===== src/rtl/ulv_shift_reg_pkg.sv =====
// Shared types and defaults for the ulv_shift_reg universal shift register.
// Operation codes are exposed as an enum so callers and the bench can name them.
package ulv_shift_reg_pkg;

  localparam int ULV_SHIFT_REG_N_DEFAULT = 8;

  typedef enum logic [1:0] {
    CTRL_HOLD = 2'b00,
    CTRL_SHL  = 2'b01,
    CTRL_SHR  = 2'b10,
    CTRL_LOAD = 2'b11
  } ctrl_e;

endpackage


===== src/rtl/ulv_shift_reg_next.sv =====
// Combinational next-state selector for ulv_shift_reg.
// Serial-in bits are taken from the parallel input so one data bus serves load and shift.
module ulv_shift_reg_next
  import ulv_shift_reg_pkg::*;
#(
  parameter int N = ULV_SHIFT_REG_N_DEFAULT
) (
  input  logic [N-1:0] q,
  input  logic [N-1:0] d,
  input  logic [1:0]   ctrl,
  output logic [N-1:0] q_next
);

  always_comb begin
    q_next = q;
    case (ctrl_e'(ctrl))
      CTRL_HOLD: q_next = q;
      CTRL_SHL:  q_next = {q[N-2:0], d[0]};
      CTRL_SHR:  q_next = {d[N-1], q[N-1:1]};
      CTRL_LOAD: q_next = d;
    endcase
  end

endmodule


===== src/rtl/ulv_shift_reg.sv =====
// N-bit universal shift register (hold / shift left / shift right / load), async reset.
// Define ULV_SHIFT_REG_SERIAL_OUT_EN to add the so_l / so_r serial-out ports.
module ulv_shift_reg
  import ulv_shift_reg_pkg::*;
#(
  parameter int N = ULV_SHIFT_REG_N_DEFAULT
) (
  input  logic         clk,
  input  logic         reset,
  input  logic [1:0]   ctrl,
  input  logic [N-1:0] d,
  output logic [N-1:0] q
`ifdef ULV_SHIFT_REG_SERIAL_OUT_EN
  ,
  output logic         so_l,
  output logic         so_r
`endif
);

  logic [N-1:0] q_p0;
  logic [N-1:0] q_next;

  ulv_shift_reg_next #(.N(N)) u_next (
    .q      (q_p0),
    .d      (d),
    .ctrl   (ctrl),
    .q_next (q_next)
  );

  // Stage p0: the only state; reset clears it without waiting for a clock edge
  always_ff @(posedge clk or posedge reset) begin
    if (reset) begin
      q_p0 <= '0;
    end else begin
      q_p0 <= q_next;
    end
  end

  assign q = q_p0;

`ifdef ULV_SHIFT_REG_SERIAL_OUT_EN
  assign so_l = q_p0[N-1];
  assign so_r = q_p0[0];
`endif

endmodule


===== config.mk =====
export PLATFORM = sky130hd
export DESIGN_NAME = ulv_shift_reg
export DESIGN_NICKNAME = d
export VERILOG_FILES = /design/src/rtl/ulv_shift_reg_pkg.sv /design/src/rtl/ulv_shift_reg_next.sv /design/src/rtl/ulv_shift_reg.sv
export SDC_FILE = /design/constraint.sdc
export NUM_CORES = 1
export LEC_CHECK = 0
export CELL_PAD_IN_SITES_DETAIL_PLACEMENT = 0
export CELL_PAD_IN_SITES_GLOBAL_PLACEMENT = 1
export CORE_AREA = 2 2 39 41
export CTS_CLUSTER_SIZE = 12
export DETAILED_ROUTE_END_ITERATION = 8
export DIE_AREA = 0 0 41 43
export DONT_BUFFER_PORTS = 1
export GPL_TIMING_DRIVEN = 0
export MAX_ROUTING_LAYER = met4
export PLACE_DENSITY = 0.56
export SYNTH_ARGS = -nofsm -noshare
export SYNTH_HDL_FRONTEND = slang
export SYNTH_SLANG_ARGS = --single-unit

===== constraint.sdc =====
create_clock -name clk -period 1.3 [get_ports clk]
set_input_delay 0.39 -clock clk [delete_from_list [all_inputs] [get_ports clk]]
set_output_delay 0.39 -clock clk [all_outputs]
set_load 0.03 [all_outputs]

**Word level (Yosys, flattened, before mapping)**

Cells that the tools add are included.

- Register bits: 8
- Word-level logic and storage cells: 6

- Eq/ne operators: 3
- Reductions and logical operators: 1
- Muxes and demuxes: 1

Operators by type and width:

| cell | count |
|---|---|
| $pmux 8 s3 | 1 |
| $eq 2x2->1 const B | 2 |
| $eq 2x1->1 const B | 1 |
| $logic_not 2->1 | 1 |

**Depth between registers and ports, before layout**

- Word-level depth: 2
- Gate-level depth with buffers: 3
- Depth with buffers taken out: 2

**By module**

A second synthesis with hierarchy kept.

- Cells, all modules: 23
- Area, all modules: 399.1 sq um

Modules (own cells, without submodules):

| module | area each (sq um) | cells each | instances |
|---|---|---|---|
| ulv_shift_reg | 203.9 | 9 | 1 |
| ulv_shift_reg_next | 195.2 | 14 | 1 |

**Worst setup path before layout**

OpenSTA, ideal clock, no wires.

- Kind: input to register
- Start point: input port ctrl[1]
- End point: register q_p0[1] (netlist: q[1])
- Arrival time: 0.994 ns
- Stages: 2
- Data required time: 1.161 ns
- Library setup time: 0.139 ns
- Path slack: 0.167 ns
- Cells stage by stage: buf_6 > mux4_2

- Cells in the longest elaborated chain, start to end: 2
- Elaborated cells on any way between the ends: 5

RTL lines:

| item | line | RTL |
|---|---|---|
| start, declared | ulv_shift_reg.sv:10 | `input logic [1:0] ctrl,` |
| $eq 2x2->1 or $eq 2x1->1 (tied branches) | ulv_shift_reg_next.sv:16 | `case (ctrl_e'(ctrl))` |
| $pmux 8 s3 | ulv_shift_reg_next.sv:16 |  |
| end signal, assigned | ulv_shift_reg.sv:35 | `q_p0 <= q_next;` |
| end, declared | ulv_shift_reg.sv:20 | `logic [N-1:0] q_p0;` |

Several ways; a longest one is shown, not always the timed one.
A chain may end at the register's enable or synchronous reset.

**Final worst setup path**

- Start point: register q_p0[3] (netlist: q[3])
- End point: output port q[3]

RTL lines:

| item | line | RTL |
|---|---|---|
| end, declared | ulv_shift_reg.sv:12 | `output logic [N-1:0] q` |

No word-level cell between the ends.

==> results.sh <==
export IMPL_run_status="completed"
export IMPL_holdPathStages=2
export IMPL_post_synth_instance_area_sq_um=399
export IMPL_post_route_drc_count=0
export IMPL_hold_start="d[0]"
export IMPL_post_synthesis_cell_type_with_the_largest_combined_area="sky130_fd_sc_hd__dfrtp_1"
export IMPL_area_of_combinational_cells_with_multiple_inputs_sq_um=173
export IMPL_yosysMostFrequentCell="sky130_fd_sc_hd__dfrtp_1"
export IMPL_synth_warning_count=0
export IMPL_synth_edf_count=0
export IMPL_postSynth_topFlopCell="sky130_fd_sc_hd__dfrtp_1"
export IMPL_power_frac_comb_pct=14.6
export IMPL_clockBufferDepth=2
export IMPL_die_h_microns=43
export IMPL_maxClockFrequency_ghz=0.836
export IMPL_ys_seq_area_share_pct=50.2
export IMPL_cts_sinks=8
export IMPL_async_reset_ff_share_pct=100
export IMPL_die_width_microns=41
export IMPL_worst_case_reg_to_reg_path_depth=1
export IMPL_final_cells=43
export IMPL_clock_root_buffer="sky130_fd_sc_hd__clkbuf_4"
export IMPL_grt_setup_unrepaired="false"
export IMPL_grt_usage_pct=11.6
export IMPL_category_of_the_critical_setup_timing_path="reg -> out"
export IMPL_grt_pass1_wl_mm=1.26
export IMPL_critical_path_sink_type="output port"
export IMPL_total_net_switching_power_mw=0.269
export IMPL_setup_slack_ps=104
export IMPL_number_of_antenna_violations_at_the_first_check_in_global_routing=0
export IMPL_first_pass_iters=4
export IMPL_fillerInstances=144
export IMPL_via_count_of_the_first_global_routing_pass=249
export IMPL_skew_ps=3.54
export IMPL_post_synth_most_frequent_cells="sky130_fd_sc_hd__dfrtp_1 (8), sky130_fd_sc_hd__mux4_2 (6)"
export IMPL_dp_slack_ps=136
export IMPL_vias=223
export IMPL_antenna_diode_count=0
export IMPL_power_leakage_nw=0.188
export IMPL_cts_resized_gates=0
export IMPL_postRouteAntennaNets=0
export IMPL_sw_frac_of_total_pct=35.8
export IMPL_netlist_instances=23
export IMPL_portion_of_total_power_attributed_to_sequential_cells_pct=60.5
export IMPL_p_int_mw=0.482
export IMPL_holdCritPathClass="in -> reg"
export IMPL_ioPinCount=20
export IMPL_std_cell_rows=14
export IMPL_maxCapViolations=0
export IMPL_route_detailed_vias_per_inst=5.19
export IMPL_worstSetupStartpointType="register"
export IMPL_ys_top_cells_by_area="sky130_fd_sc_hd__dfrtp_1 (50%), sky130_fd_sc_hd__mux4_2 (34%), sky130_fd_sc_hd__buf_6 (5.6%), sky130_fd_sc_hd__mux2i_1 (5.0%), sky130_fd_sc_hd__o21ai_0 (2.5%)"
export IMPL_clock_tree_htree_level_count=1
export IMPL_cell_total_after_placement=39
export IMPL_core_area_sq_mm=0.00138
export IMPL_gp_routability_congestion=0.600
export IMPL_postLayoutCoreUtil_pct=32.6
export IMPL_power_density_mw_per_mm2=1660
export IMPL_synthesis_stage_register_bit_count=8
export IMPL_routed_wl_microns=737
export IMPL_portBuffers=0
export IMPL_final_net_count=41
export IMPL_floorplan_initialDensity_pct=28.8
export IMPL_design_die_area_sq_mm=0.00176
export IMPL_slew_limit_headroom_pct=75.4
export IMPL_final_hold_vios=0
export IMPL_timing_worst_slew_pin_value_ps=369
export IMPL_cts_made_buffers=3
export IMPL_rr_endpoint="q[6]"
export IMPL_tritoncts="yes"
export IMPL_critical_path_reg2reg_startpoint="q[5]"
export IMPL_crit_path_max_fanout=4
export IMPL_gr_total_overflow=0
export IMPL_timing_final_max_slew_violations=0
export IMPL_drive_gt1_share_pct=40.7
export IMPL_clockPowerShare_pct=24.9
export IMPL_worst_ir_drop_vdd_mv=0.360
export IMPL_post_synth_num_cell_types=7
export IMPL_largest_register_ff_count=8
export IMPL_finalCritPeriodShare_pct=92.0
export IMPL_wl_per_cell_microns=17.1
export IMPL_synthDominantCellAreaShare_pct=50.2
export IMPL_finalCriticalPeriod_ps=1200
export IMPL_area_growth_syn_to_layout_pct=13.2
export IMPL_worst_skew_pair_late_latency_ps=250
export IMPL_grt_start_max_net_pins=10
export IMPL_seqCellArea_sq_um=200
export IMPL_holdPathEnd="q[0]"
export IMPL_worst_setup_hold_path_clk_slew_ps=60
export IMPL_dr_first_iter_drc_count=6
export IMPL_synth_avg_cell_area_sq_um=17.4
export IMPL_critical_path_required_ps=910
export IMPL_r2r_setup_slack_ps=150
export IMPL_critPathArrivalTime_ps=810
export IMPL_setup_tns_final_ps=0
export IMPL_synth_fp_nets=35
export IMPL_finalSetupViolCount=0
metal layers:
metal  vias to the layer above  wire, microns  global-route usage, %
li1                         97              -                      -
met1                       115            295                   14.2
met2                        11            384                   14.7
met3                         0             57                   5.24
met4                         0              0                   8.00
met5                         -              0                      -
per-stage QoR:
step	instance area [sq um]	hold slack, ps	total power, mW
floorplan	399	206	0.540
global placement	419	234	0.564
detailed placement	419	250	0.570
CTS	452	256	0.764
global route	452	268	0.797
finish	452	264	0.752
repair_timing:
| action | 4_1_cts | 5_1_grt |
|---|---|---|
| endpoints found under the hold margin | 8 | 0 |
| buffers inserted | 0 | 0 |
| hold buffers | 1 | 0 |
how the worst max path moves through the flow:
stage | from | to | slack, ps | cells past startpoint
after floorplan | ctrl[1] | q[1] | 170 | 2
after global routing | q[5] | q[5] | 50 | 0
final | q[3] | q[3] | 100 | 0
after CTS | q[3] | q[3] | 90 | 0
after detailed placement | ctrl[1] | q[6] | 140 | 2
after global placement | ctrl[1] | q[1] | 150 | 2
final cells by class:
| cell class | instances | share of cell area, % |
|---|---|---|
| Buffer | 2 | 4.99 |
| Clock buffer | 3 | 4.99 |
| Inverter | 1 | 0.831 |
| Multi-Input combinational cell | 12 | 38.2 |
| Sequential cell | 8 | 44.3 |
| Tap cell | 16 | 4.43 |
| Timing Repair Buffer | 1 | 2.22 |
layout by cell type, fill, tap and decap left out:
master / synthesis / final
sky130_fd_sc_hd__o21ai_0: 2 / 2
sky130_fd_sc_hd__buf_6: 2 / 2
sky130_fd_sc_hd__inv_1: 1 / 1
sky130_fd_sc_hd__mux4_2: 6 / 6
sky130_fd_sc_hd__dfrtp_1: 8 / 8
sky130_fd_sc_hd__nand2_1: 2 / 2
sky130_fd_sc_hd__clkbuf_4: 0 / 3
sky130_fd_sc_hd__dlygate4sd3_1: 0 / 1
sky130_fd_sc_hd__mux2i_1: 2 / 2
kinds of logic after synthesis:
group,share of synthesized area [%]
mux,38.9
flops,50.2
buf+inv,6.58
compound gates,2.51
simple gates,1.88
power by group through the flow:
stage	Clock, mW	Combinational, mW	Sequential, mW
3_5_place_dp	0	0.109	0.461
4_1_cts	0.197	0.112	0.456
6_report	0.187	0.110	0.455
5_1_grt	0.211	0.121	0.465
2_1_floorplan	0	0.101	0.439
3_3_place_gp	0	0.106	0.458
Power figures use the tool's default switching activity.
